### config.mk
export PLATFORM = sky130hd
export DESIGN_NAME = regfile_wr_arbiter
export DESIGN_NICKNAME = d
export VERILOG_FILES = /design/src/rtl/regfile_pkg.sv /design/src/rtl/rr_arbiter.sv /design/src/rtl/regfile_wr_arbiter.sv
export SDC_FILE = /design/constraint.sdc
export NUM_CORES = 1
export LEC_CHECK = 0
export BUFFER_PORTS_ARGS = -buffer_cell sky130_fd_sc_hd__buf_2
export CORE_ASPECT_RATIO = 0.7
export CORE_MARGIN = 4
export CORE_UTILIZATION = 55
export DETAILED_ROUTE_END_ITERATION = 10
export PLACE_DENSITY = 0.81
export SYNTH_ARGS = -nofsm -noshare
export SYNTH_HDL_FRONTEND = slang
export SYNTH_SLANG_ARGS = --single-unit
### constraint.sdc
create_clock -name clk -period 3.5 [get_ports clk]
set_clock_uncertainty 0.15 [all_clocks]
set_input_delay 0.175 -clock clk [delete_from_list [all_inputs] [get_ports clk]]
set_output_delay 0.175 -clock clk [all_outputs]
set_load 0.02 [all_outputs]
### src/rtl/regfile_pkg.sv
// Shared register-file definitions: register count, the PC register index and
// the write-address one-hot decoder.
package regfile_pkg;

    localparam int unsigned NREG   = 16;
    localparam logic [3:0]  REG_PC = 4'd15;

    // One-hot decode of a 4-bit register address.
    function automatic logic [NREG-1:0] onehot16(input logic [3:0] addr);
        logic [NREG-1:0] vec;
        vec       = '0;
        vec[addr] = 1'b1;
        return vec;
    endfunction

endpackage

### src/rtl/rr_arbiter.sv
// Round-robin arbiter. The search starts one past the last granted index and
// the pointer only moves when the grant is actually taken.
module rr_arbiter #(
    parameter int unsigned N = 3
) (
    input  logic                 clk,
    input  logic                 rst_n,
    input  logic [N-1:0]         req,
    input  logic                 taken,
    output logic [N-1:0]         grant,
    output logic [$clog2(N)-1:0] grant_idx
);

    localparam int unsigned IdxW = $clog2(N);

    logic [IdxW-1:0] ptr_q, ptr_d;
    logic [IdxW-1:0] cand_idx;
    int unsigned     cand;
    logic            found;

    // First requester at or after ptr (wrapping) wins.
    always_comb begin
        grant     = '0;
        grant_idx = '0;
        found     = 1'b0;
        cand      = 0;
        cand_idx  = '0;
        for (int unsigned off = 0; off < N; off++) begin
            cand = 32'(ptr_q) + off;
            if (cand >= N) begin
                cand = cand - N;
            end
            cand_idx = IdxW'(cand);
            if (!found && req[cand_idx]) begin
                found           = 1'b1;
                grant[cand_idx] = 1'b1;
                grant_idx       = cand_idx;
            end
        end
    end

    // Next pointer is the index after the winner, modulo N.
    always_comb begin
        ptr_d = ptr_q;
        if (taken) begin
            ptr_d = (grant_idx == IdxW'(N - 1)) ? '0 : grant_idx + IdxW'(1);
        end
    end

    // Pointer register; requester 0 has priority out of reset.
    always_ff @(posedge clk or negedge rst_n) begin
        if (!rst_n) begin
            ptr_q <= '0;
        end else begin
            ptr_q <= ptr_d;
        end
    end

endmodule

### src/rtl/regfile_wr_arbiter.sv
// Shares the register file write port among NREQ producers. Each producer has a
// one-entry holding buffer; a round-robin arbiter drains one buffer per cycle
// into a registered write stage. Writes to R15 are accepted and discarded.
module regfile_wr_arbiter
    import regfile_pkg::*;
#(
    parameter int unsigned W    = 32,
    parameter int unsigned NREQ = 3
) (
    input  logic              clk,
    input  logic              rst_n,
    input  logic [NREQ-1:0]   req_valid,
    input  logic [4*NREQ-1:0] req_addr,
    input  logic [W*NREQ-1:0] req_data,
    output logic [NREQ-1:0]   req_ready,
    output logic              RegWrite,
    output logic [3:0]        A3,
    output logic [W-1:0]      WD3,
    output logic [NREG-1:0]   pending_mask,
    output logic              r15_drop
);

    localparam int unsigned IdxW = $clog2(NREQ);

    logic [NREQ-1:0] full_q, full_d;
    logic [3:0]      addr_q [NREQ];
    logic [W-1:0]    data_q [NREQ];

    logic [NREQ-1:0] grant;
    logic [IdxW-1:0] grant_idx;
    logic            grant_any;
    logic [NREQ-1:0] accept;
    logic [NREQ-1:0] is_pc;
    logic [NREQ-1:0] load;

    logic            regwrite_q;
    logic [3:0]      a3_q;
    logic [W-1:0]    wd3_q;
    logic            r15_drop_q, r15_drop_d;
    logic [NREG-1:0] pend;

    rr_arbiter #(
        .N (NREQ)
    ) u_rr_arbiter (
        .clk       (clk),
        .rst_n     (rst_n),
        .req       (full_q),
        .taken     (grant_any),
        .grant     (grant),
        .grant_idx (grant_idx)
    );

    assign grant_any = |grant;

    // A buffer being drained this cycle can be refilled at the same edge.
    assign req_ready = rst_n ? (~full_q | grant) : '0;

    // Accept, R15 filtering and next full state per buffer.
    always_comb begin
        accept     = '0;
        is_pc      = '0;
        load       = '0;
        full_d     = '0;
        r15_drop_d = 1'b0;
        for (int i = 0; i < NREQ; i++) begin
            accept[i] = req_valid[i] & req_ready[i];
            is_pc[i]  = (req_addr[4*i +: 4] == REG_PC);
            load[i]   = accept[i] & ~is_pc[i];
            full_d[i] = load[i] | (full_q[i] & ~grant[i]);
        end
        // Several R15 writes in one cycle still give a single pulse.
        r15_drop_d = |(accept & is_pc);
    end

    // Holding buffers.
    always_ff @(posedge clk or negedge rst_n) begin
        if (!rst_n) begin
            full_q <= '0;
            for (int i = 0; i < NREQ; i++) begin
                addr_q[i] <= '0;
                data_q[i] <= '0;
            end
        end else begin
            full_q <= full_d;
            for (int i = 0; i < NREQ; i++) begin
                if (load[i]) begin
                    addr_q[i] <= req_addr[4*i +: 4];
                    data_q[i] <= req_data[W*i +: W];
                end
            end
        end
    end

    // Issue register; A3/WD3 hold their last values when nothing is granted.
    always_ff @(posedge clk or negedge rst_n) begin
        if (!rst_n) begin
            regwrite_q <= 1'b0;
            a3_q       <= '0;
            wd3_q      <= '0;
            r15_drop_q <= 1'b0;
        end else begin
            regwrite_q <= grant_any;
            r15_drop_q <= r15_drop_d;
            if (grant_any) begin
                a3_q  <= addr_q[grant_idx];
                wd3_q <= data_q[grant_idx];
            end
        end
    end

    // Registers with a write buffered or in the issue stage.
    always_comb begin
        pend = '0;
        for (int i = 0; i < NREQ; i++) begin
            if (full_q[i]) begin
                pend = pend | onehot16(addr_q[i]);
            end
        end
        if (regwrite_q) begin
            pend = pend | onehot16(a3_q);
        end
        pend[REG_PC] = 1'b0;
    end

    assign RegWrite     = regwrite_q;
    assign A3           = a3_q;
    assign WD3          = wd3_q;
    assign pending_mask = pend;
    assign r15_drop     = r15_drop_q;

endmodule

# Word level (Yosys, flattened, before mapping)
# Index checks and enable logic that the tools add are counted.
totals:
  ff_bits: 151
  inputBits: 113
  word_cells: 123
  output_inout_bits: 57
op_classes:
  eq_ne: 4
  magnitude_cmp: 18
  reduce_logical: 13
  bitwise_logic: 27
  n_mux: 43
  n_addsub: 6
op_table:
  columns: ["operator", "n"]
  rows:
  - ["binary-select mux 32 bit (select 2 bit)", 1]
  - ["2-to-1 mux 32 bit", 2]
  - ["2-to-1 mux 15 bit", 4]
  - ["OR 15 bit", 3]
  - ["less-than comparator 4 x 5 -> 1 bit (second input constant)", 4]
  - ["demux 1 bit (select 4 bit)", 4]
  - [">= comparator 4 x 1 -> 1 bit (second input constant)", 4]
  - ["2-to-1 mux 2 bit", 7]
  - ["== test 4 bit (second input constant)", 3]
  - ["2-to-1 mux 1 bit", 12]
  - ["2-to-1 mux 3 bit", 4]
  - ["AND 1 bit", 9]
  - ["logical AND 1 bit", 9]
  - ["less-than comparator 2 x 3 -> 1 bit (second input constant)", 3]
  - ["OR 3 bit", 3]
  - ["binary-select mux 4 bit (select 2 bit)", 1]
  - ["2-to-1 mux 4 bit", 2]
  - ["binary-select mux 1 bit (select 2 bit)", 3]
  - ["demux 1 bit (select 2 bit)", 3]
  - [">= comparator 2 x 1 -> 1 bit (second input constant)", 3]
  - [">= comparator 3 x 2 -> 1 bit (second input constant)", 2]
  - ["inverter 1 bit", 6]
  - ["OR reduction 3 bit", 2]
  - ["subtractor 2 bit (second input constant)", 3]
  - ["11 further kinds", 14]

# Logic depth before layout (Yosys ltp)
logic_depth:
  ltp_word: 16
  ltp_mapped: 11
  mapped_depth_nobuf: 8

# Modules after synthesis
# From an unflattened synthesis, not the netlist that was laid out.
unflattened:
  hier_cells: 627
  area_unflattened_um2: 7458.4
by_module_without_submodules:
  columns: ["module", "n_inst", "area_per_inst_um2", "cells_each", "seq_area_each_um2"]
  rows:
  - ["regfile_wr_arbiter", 1, 7108.1, 583, 3728.6]
  - ["rr_arbiter", 1, 350.3, 44, 50.0]

# Worst setup path after synthesis
# OpenSTA, ideal clock, no wires.
synth_timing:
  path_type: "register -> register"
  from: "register u_rr_arbiter.ptr_q[0]"
  to: "register data_q[88] (netlist bit)"
  t_required_ps: 3223
  synth_period_minus_slack_ps: 2715
  slack_ps: 785
  arrival_ps: 2437
  stages_incl_launch_ff: 12
  path_buffers: 3
  cell_sequence: "dfrtp_1 inv_1 ha_1 buf_2 nand3b_1 a2111oi_0 a31oi_1 a31oi_2 o2111a_1 buf_6 buf_6 mux2_1"
synth_via:
  elab_chain_len: 15
synth_lines:
  columns: ["element", "line_no", "rtl"]
  rows:
  - ["start: declaration", "rr_arbiter.sv:16", "logic [IdxW-1:0] ptr_q, ptr_d;"]
  - ["start signal: assignment", "rr_arbiter.sv:55", "ptr_q <= ptr_d;"]
  - ["adder 2 x 1 -> 3 bit, or another cell as far along", "rr_arbiter.sv:29", "cand = 32'(ptr_q) + off;"]
  - [">= comparator 3 x 2 -> 1 bit, or another cell as far along", "rr_arbiter.sv:30", "if (cand >= N) begin"]
  - ["2-to-1 mux 2 bit, or another cell as far along", "rr_arbiter.sv:30", null]
  - ["less-than comparator 2 x 3 -> 1 bit (not written as such), or another cell as far along", "rr_arbiter.sv:36", "grant[cand_idx] = 1'b1;"]
  - ["logical AND 1 bit (not written as such), or another cell as far along", "rr_arbiter.sv:36", null]
  - ["2-to-1 mux 1 bit (not written as such), or another cell as far along", "rr_arbiter.sv:36", null]
  - ["demux 1 bit (select 2 bit), or another cell as far along", null, null]
  - ["OR 3 bit (no source line) or 2-to-1 mux 1 bit (tied branches)", null, null]
  - ["2-to-1 mux 3 bit or zero test 1 bit (tied branches)", "rr_arbiter.sv:34", "if (!found && req[cand_idx]) begin"]
  - ["OR 3 bit (no source line) or logical AND 1 bit (tied branches)", null, null]
  - ["2-to-1 mux 3 bit *", "rr_arbiter.sv:34", null]
  - ["OR 3 bit *", "regfile_wr_arbiter.sv:56", "assign req_ready = rst_n ? (~full_q | grant) : '0;"]
  - ["2-to-1 mux 3 bit *", "regfile_wr_arbiter.sv:56", null]
  - ["AND 1 bit *", "regfile_wr_arbiter.sv:66", "accept[i] = req_valid[i] & req_ready[i];"]
  - ["AND 1 bit *", "regfile_wr_arbiter.sv:68", "load[i] = accept[i] & ~is_pc[i];"]
  - ["end signal: indexed assignment", "regfile_wr_arbiter.sv:88", "data_q[i] <= req_data[W*i +: W];"]
  - ["end: declaration", "regfile_wr_arbiter.sv:27", "logic [W-1:0] data_q [NREQ];"]
# Every way passes the cells marked *; elsewhere a longest branch is shown, timed or not. The select of a mux whose other input is x is not followed.
# A chain may end at the register's enable or synchronous reset.

# Worst setup path in the final report
layout_timing:
  from: "register u_rr_arbiter.ptr_q[0]"
  to: "output req_ready[0]"
layout_via:
  elab_chain_len: 13
layout_lines:
  columns: ["element", "line_no", "rtl"]
  rows:
  - ["adder 2 x 1 -> 3 bit, or another cell as far along", "rr_arbiter.sv:29", null]
  - [">= comparator 3 x 2 -> 1 bit, or another cell as far along", "rr_arbiter.sv:30", null]
  - ["2-to-1 mux 2 bit, or another cell as far along", "rr_arbiter.sv:30", null]
  - ["less-than comparator 2 x 3 -> 1 bit (not written as such), or another cell as far along", "rr_arbiter.sv:36", null]
  - ["logical AND 1 bit (not written as such), or another cell as far along", "rr_arbiter.sv:36", null]
  - ["2-to-1 mux 1 bit (not written as such), or another cell as far along", "rr_arbiter.sv:36", null]
  - ["demux 1 bit (select 2 bit), or another cell as far along", null, null]
  - ["OR 3 bit (no source line) or 2-to-1 mux 1 bit (tied branches)", null, null]
  - ["2-to-1 mux 3 bit or zero test 1 bit (tied branches)", "rr_arbiter.sv:34", null]
  - ["OR 3 bit (no source line) or logical AND 1 bit (tied branches)", null, null]
  - ["2-to-1 mux 3 bit *", "rr_arbiter.sv:34", null]
  - ["OR 3 bit *", "regfile_wr_arbiter.sv:56", null]
  - ["2-to-1 mux 3 bit *", "regfile_wr_arbiter.sv:56", null]
  - ["end: declaration", "regfile_wr_arbiter.sv:15", "output logic [NREQ-1:0] req_ready,"]
# Marked as above.

==> flow_metrics.tcl <==
set metrics [dict create \
    critPathMaxStageDelay_ps 470 \
    globalplace.congestion 0.897 \
    cp-start-kind "flip-flop" \
    synth_seq_cells 151 \
    slew_headroom_pct 52.5 \
    p_int_uw 6550 \
    die_area_um2 15700 \
    die_h_um 106 \
    ant_nets 0 \
    crit_buf_inv 2 \
    rrSetupSlack_ps 380 \
    insertion_delay_ps 420 \
    synth_edf_count 0 \
    rsz0062_at_grt "no" \
    yosysWarnings 0 \
    status "finished, final reports clean" \
    final_area_um2 10200 \
    hold_depth 3 \
    layout-drive-gt1-share_pct 35.0 \
    port_buffers 168 \
    hold_viol 0 \
    track_usage_pct 28.7 \
    reg2reg_depth 9 \
    cp_max_fo 13 \
    grt_pass1_wl_mm 35.2 \
    cts_sinks 151 \
    synthDistinctLibCells 65 \
    syn_inst 597 \
    antenna_found_initial 1 \
    max_clock_freq_mhz 316 \
    synth_area_leader_cell "dfrtp_1" \
    worstSetupEndpointType "output port" \
    switchingPower_uw 4770 \
    r2r-start "u_rr_arbiter.ptr_q[0]$_DFFE_PN0P_" \
    synthArstFlopShare_pct 100 \
    synth_top_area_share_pct 50.2 \
    dr.pass1.iters 7 \
    finalSetupViolCount 0 \
    critPathSlowestCell "ha_1" \
    routedWlPerCell_um 20.8 \
    post_dp_cell_area_um2 8540 \
    grt_pass1_vias 6510 \
    start_util_pct 56.8 \
    maxCapViolCount 0 \
    netSwitchingFraction_pct 42.1 \
    core_area_um2 13300 \
    clk_pin_slew_worst_paths_ps 70 \
    hpwl_mm 13.7 \
    power_density_nw_per_um2 1110 \
    seqPwrFrac_pct 30.6 \
    hold_end "addr_q[2]$_DFFE_PN0P_" \
    slew_viol_final 0 \
    leakagePower_uw 0.00488 \
    cpLargestDelayFamily "compound AO/OA/AOI/OAI gates" \
    mostFrequentLayoutCell "buf_2" \
    yosysSeqAreaShare_pct 50.2 \
    crit_type "flip-flop to output port" \
    finalCritPeriodShare_pct 90.4 \
    hold_start "req_valid[2]" \
    syn_area_um2 7530 \
    min_period_ps 3160 \
    fill_cells 791 \
    synth_nets 714 \
    overflow 0 \
    pwr-share-clk_pct 16.2 \
    wl_mm 22.3 \
    worstReg2RegEnd "data_q[77]$_DFFE_PN0P_" \
    vias 6094 \
    num_rows 35 \
    final_cell_mix "buf_2 (167), dfrtp_1 (151), dlygate4sd3_1 (110), mux2_4 (55), a21oi_1 (44)" \
    crit_chain "inv_1, ha_1, nand3b_1, a2111oi_0, a31oi_1, a31oi_2, nor2_1, nor2b_1, buf_2" \
    worst_pin_slew_ps 712 \
    syn_avg_cell_area_um2 12.6 \
    cts_buffers 17 \
    grt_max_degree 57 \
    combPwrFrac_pct 53.2 \
    htree_levels 4 \
    yosys-top-cells-area "dfrtp_1 (50%), mux2_4 (11%), mux2i_1 (4.9%), mux2_1 (4.3%), a22o_1 (4.2%)" \
    arrival_ps 2840 \
    hold_class "input port to flip-flop" \
    drc_errors 0 \
    dieWidth_um 148 \
    vdd_drop_max_mv 0.834 \
    drt_iter0_markers 425 \
    cts_tree "yes" \
    viasPerCell 5.69 \
    finalSetupTns_ps 0 \
    ioPinCount 170 \
    cts_buffer_depth 2 \
    required_ps 3170 \
    synth_ff_type "dfrtp_1" \
    fin_nets 989 \
    cts_root_buf "clkbuf_16" \
    syn2layout_area_growth_pct 35.9 \
]
[final cells by class]
class                           count  area (µm²)  share of cell area, %
Timing Repair Buffer              292        2100                   20.5
Tap cell                          185         231                   2.26
Multi-Input combinational cell    367        3370                   32.9
Antenna cell                        1        2.50                 0.0244
Inverter                           43         161                   1.58
Sequential cell                   151        3780                   36.9
Clock buffer                       19         453                   4.42
Clock inverter                     13         135                   1.32
[how the worst max path moves through the flow]
| stage | startpoint | to | slack, ps | cells after the start |
|---|---|---|---|---|
| 3_3_place_gp | u_rr_arbiter.ptr_q[1]$_DFFE_PN0P_ | data_q[66]$_DFFE_PN0P_ | 450 | 9 |
| 4_1_cts | u_rr_arbiter.ptr_q[1]$_DFFE_PN0P_ | req_ready[0] | 170 | 9 |
| 3_5_place_dp | u_rr_arbiter.ptr_q[1]$_DFFE_PN0P_ | data_q[76]$_DFFE_PN0P_ | 280 | 9 |
| 6_report | u_rr_arbiter.ptr_q[0]$_DFFE_PN0P_ | req_ready[0] | 340 | 9 |
| 2_1_floorplan | u_rr_arbiter.ptr_q[0]$_DFFE_PN0P_ | data_q[88]$_DFFE_PN0P_ | 790 | 11 |
| 5_1_grt | u_rr_arbiter.ptr_q[1]$_DFFE_PN0P_ | req_ready[0] | 140 | 9 |
[repair_timing]
item,4_1_cts,5_1_grt
hold buffers,110,0
setup buffers,0,0
setup endpoints to repair,0,1
endpoints found under the hold margin,154,0
gates resized for setup,0,1
[cells by family after synthesis]
kind of cell             after synthesis  synth area share (%)
other                                  1                0.0498
buffers and inverters                 79                  5.63
flip-flops                           151                  50.2
AND/OR/NAND/NOR                       85                  6.36
adder cells (fa/ha/maj)                4                 0.665
multiplexers                         141                  23.2
AO/OA/AOI/OAI                        136                  13.9
[flip-flops by register name (all words and copies together), names as in the netlist]
signal              flops
full_q                  3
WD3                    32
r15_drop                1
RegWrite                1
A3                      4
data_q                 96
addr_q                 12
u_rr_arbiter.ptr_q      2
[routing by layer]
| layer | up-vias | global-route usage [%] | routed length (µm) | share of wire (%) |
|---|---|---|---|---|
| met5 | - | 0 | 0 | 0 |
| met4 | 0 | 10.0 | 574 | 2.6 |
| li1 | 2730 | - | - | - |
| met2 | 275 | 47.9 | 11000 | 49 |
| met3 | 45 | 6.73 | 1560 | 7.0 |
| met1 | 3044 | 37.1 | 9110 | 41 |
[worst reg2reg max path: cells and delay by family, from the launching register on]
family | cells | cell delay, ps
fa+ha+maj | 1 | 470
mux | 1 | 420
flops | 1 | 400
simple gates | 1 | 220
compound gates | 4 | 1060
buf+inv | 2 | 290
[synth_stat cells, drive strengths merged (2+ instances only)]
library cell / n
dfrtp: 151
mux2: 104
a21oi: 45
inv: 43
mux2i: 37
a22o: 36
buf: 30
nand2: 23
nor2: 17
o221ai: 10
nor2b: 9
a22oi: 6
and3: 6
clkbuf: 6
a31oi: 5
nand2b: 5
nand3b: 5
ha: 4
o22ai: 4
a221o: 3
nand3: 3
nand4: 3
o211ai: 3
o21ai: 3
o22a: 3
o32a: 3
a2111oi: 2
a311o: 2
and3b: 2
nor3: 2
nor4: 2
or2: 2
[per-stage QoR]
step           std cells  hold slack, ps  setup slack (ps)  utilization, %  power (µW)
2_1_floorplan        597            -271               785               -        7630
5_1_grt             1071            20.0               136            77.2       12000
3_5_place_dp         928           -6.00               283            64.4        9250
6_report            1071            23.4               335            77.2       11300
4_1_cts             1070            9.71               167            77.1       11200
3_3_place_gp         928           -16.4               450            64.4        9020
[power by group through the flow]
stage / combinational (µW) / clock [µW] / sequential, µW
after floorplan: 4220 / 0 / 3410
after global placement: 5660 / 0 / 3360
after detailed placement: 5820 / 0 / 3430
after CTS: 5960 / 1850 / 3410
after global routing: 6470 / 1930 / 3570
final: 6030 / 1840 / 3460
Note: power is estimated with default switching activity, not from simulation.
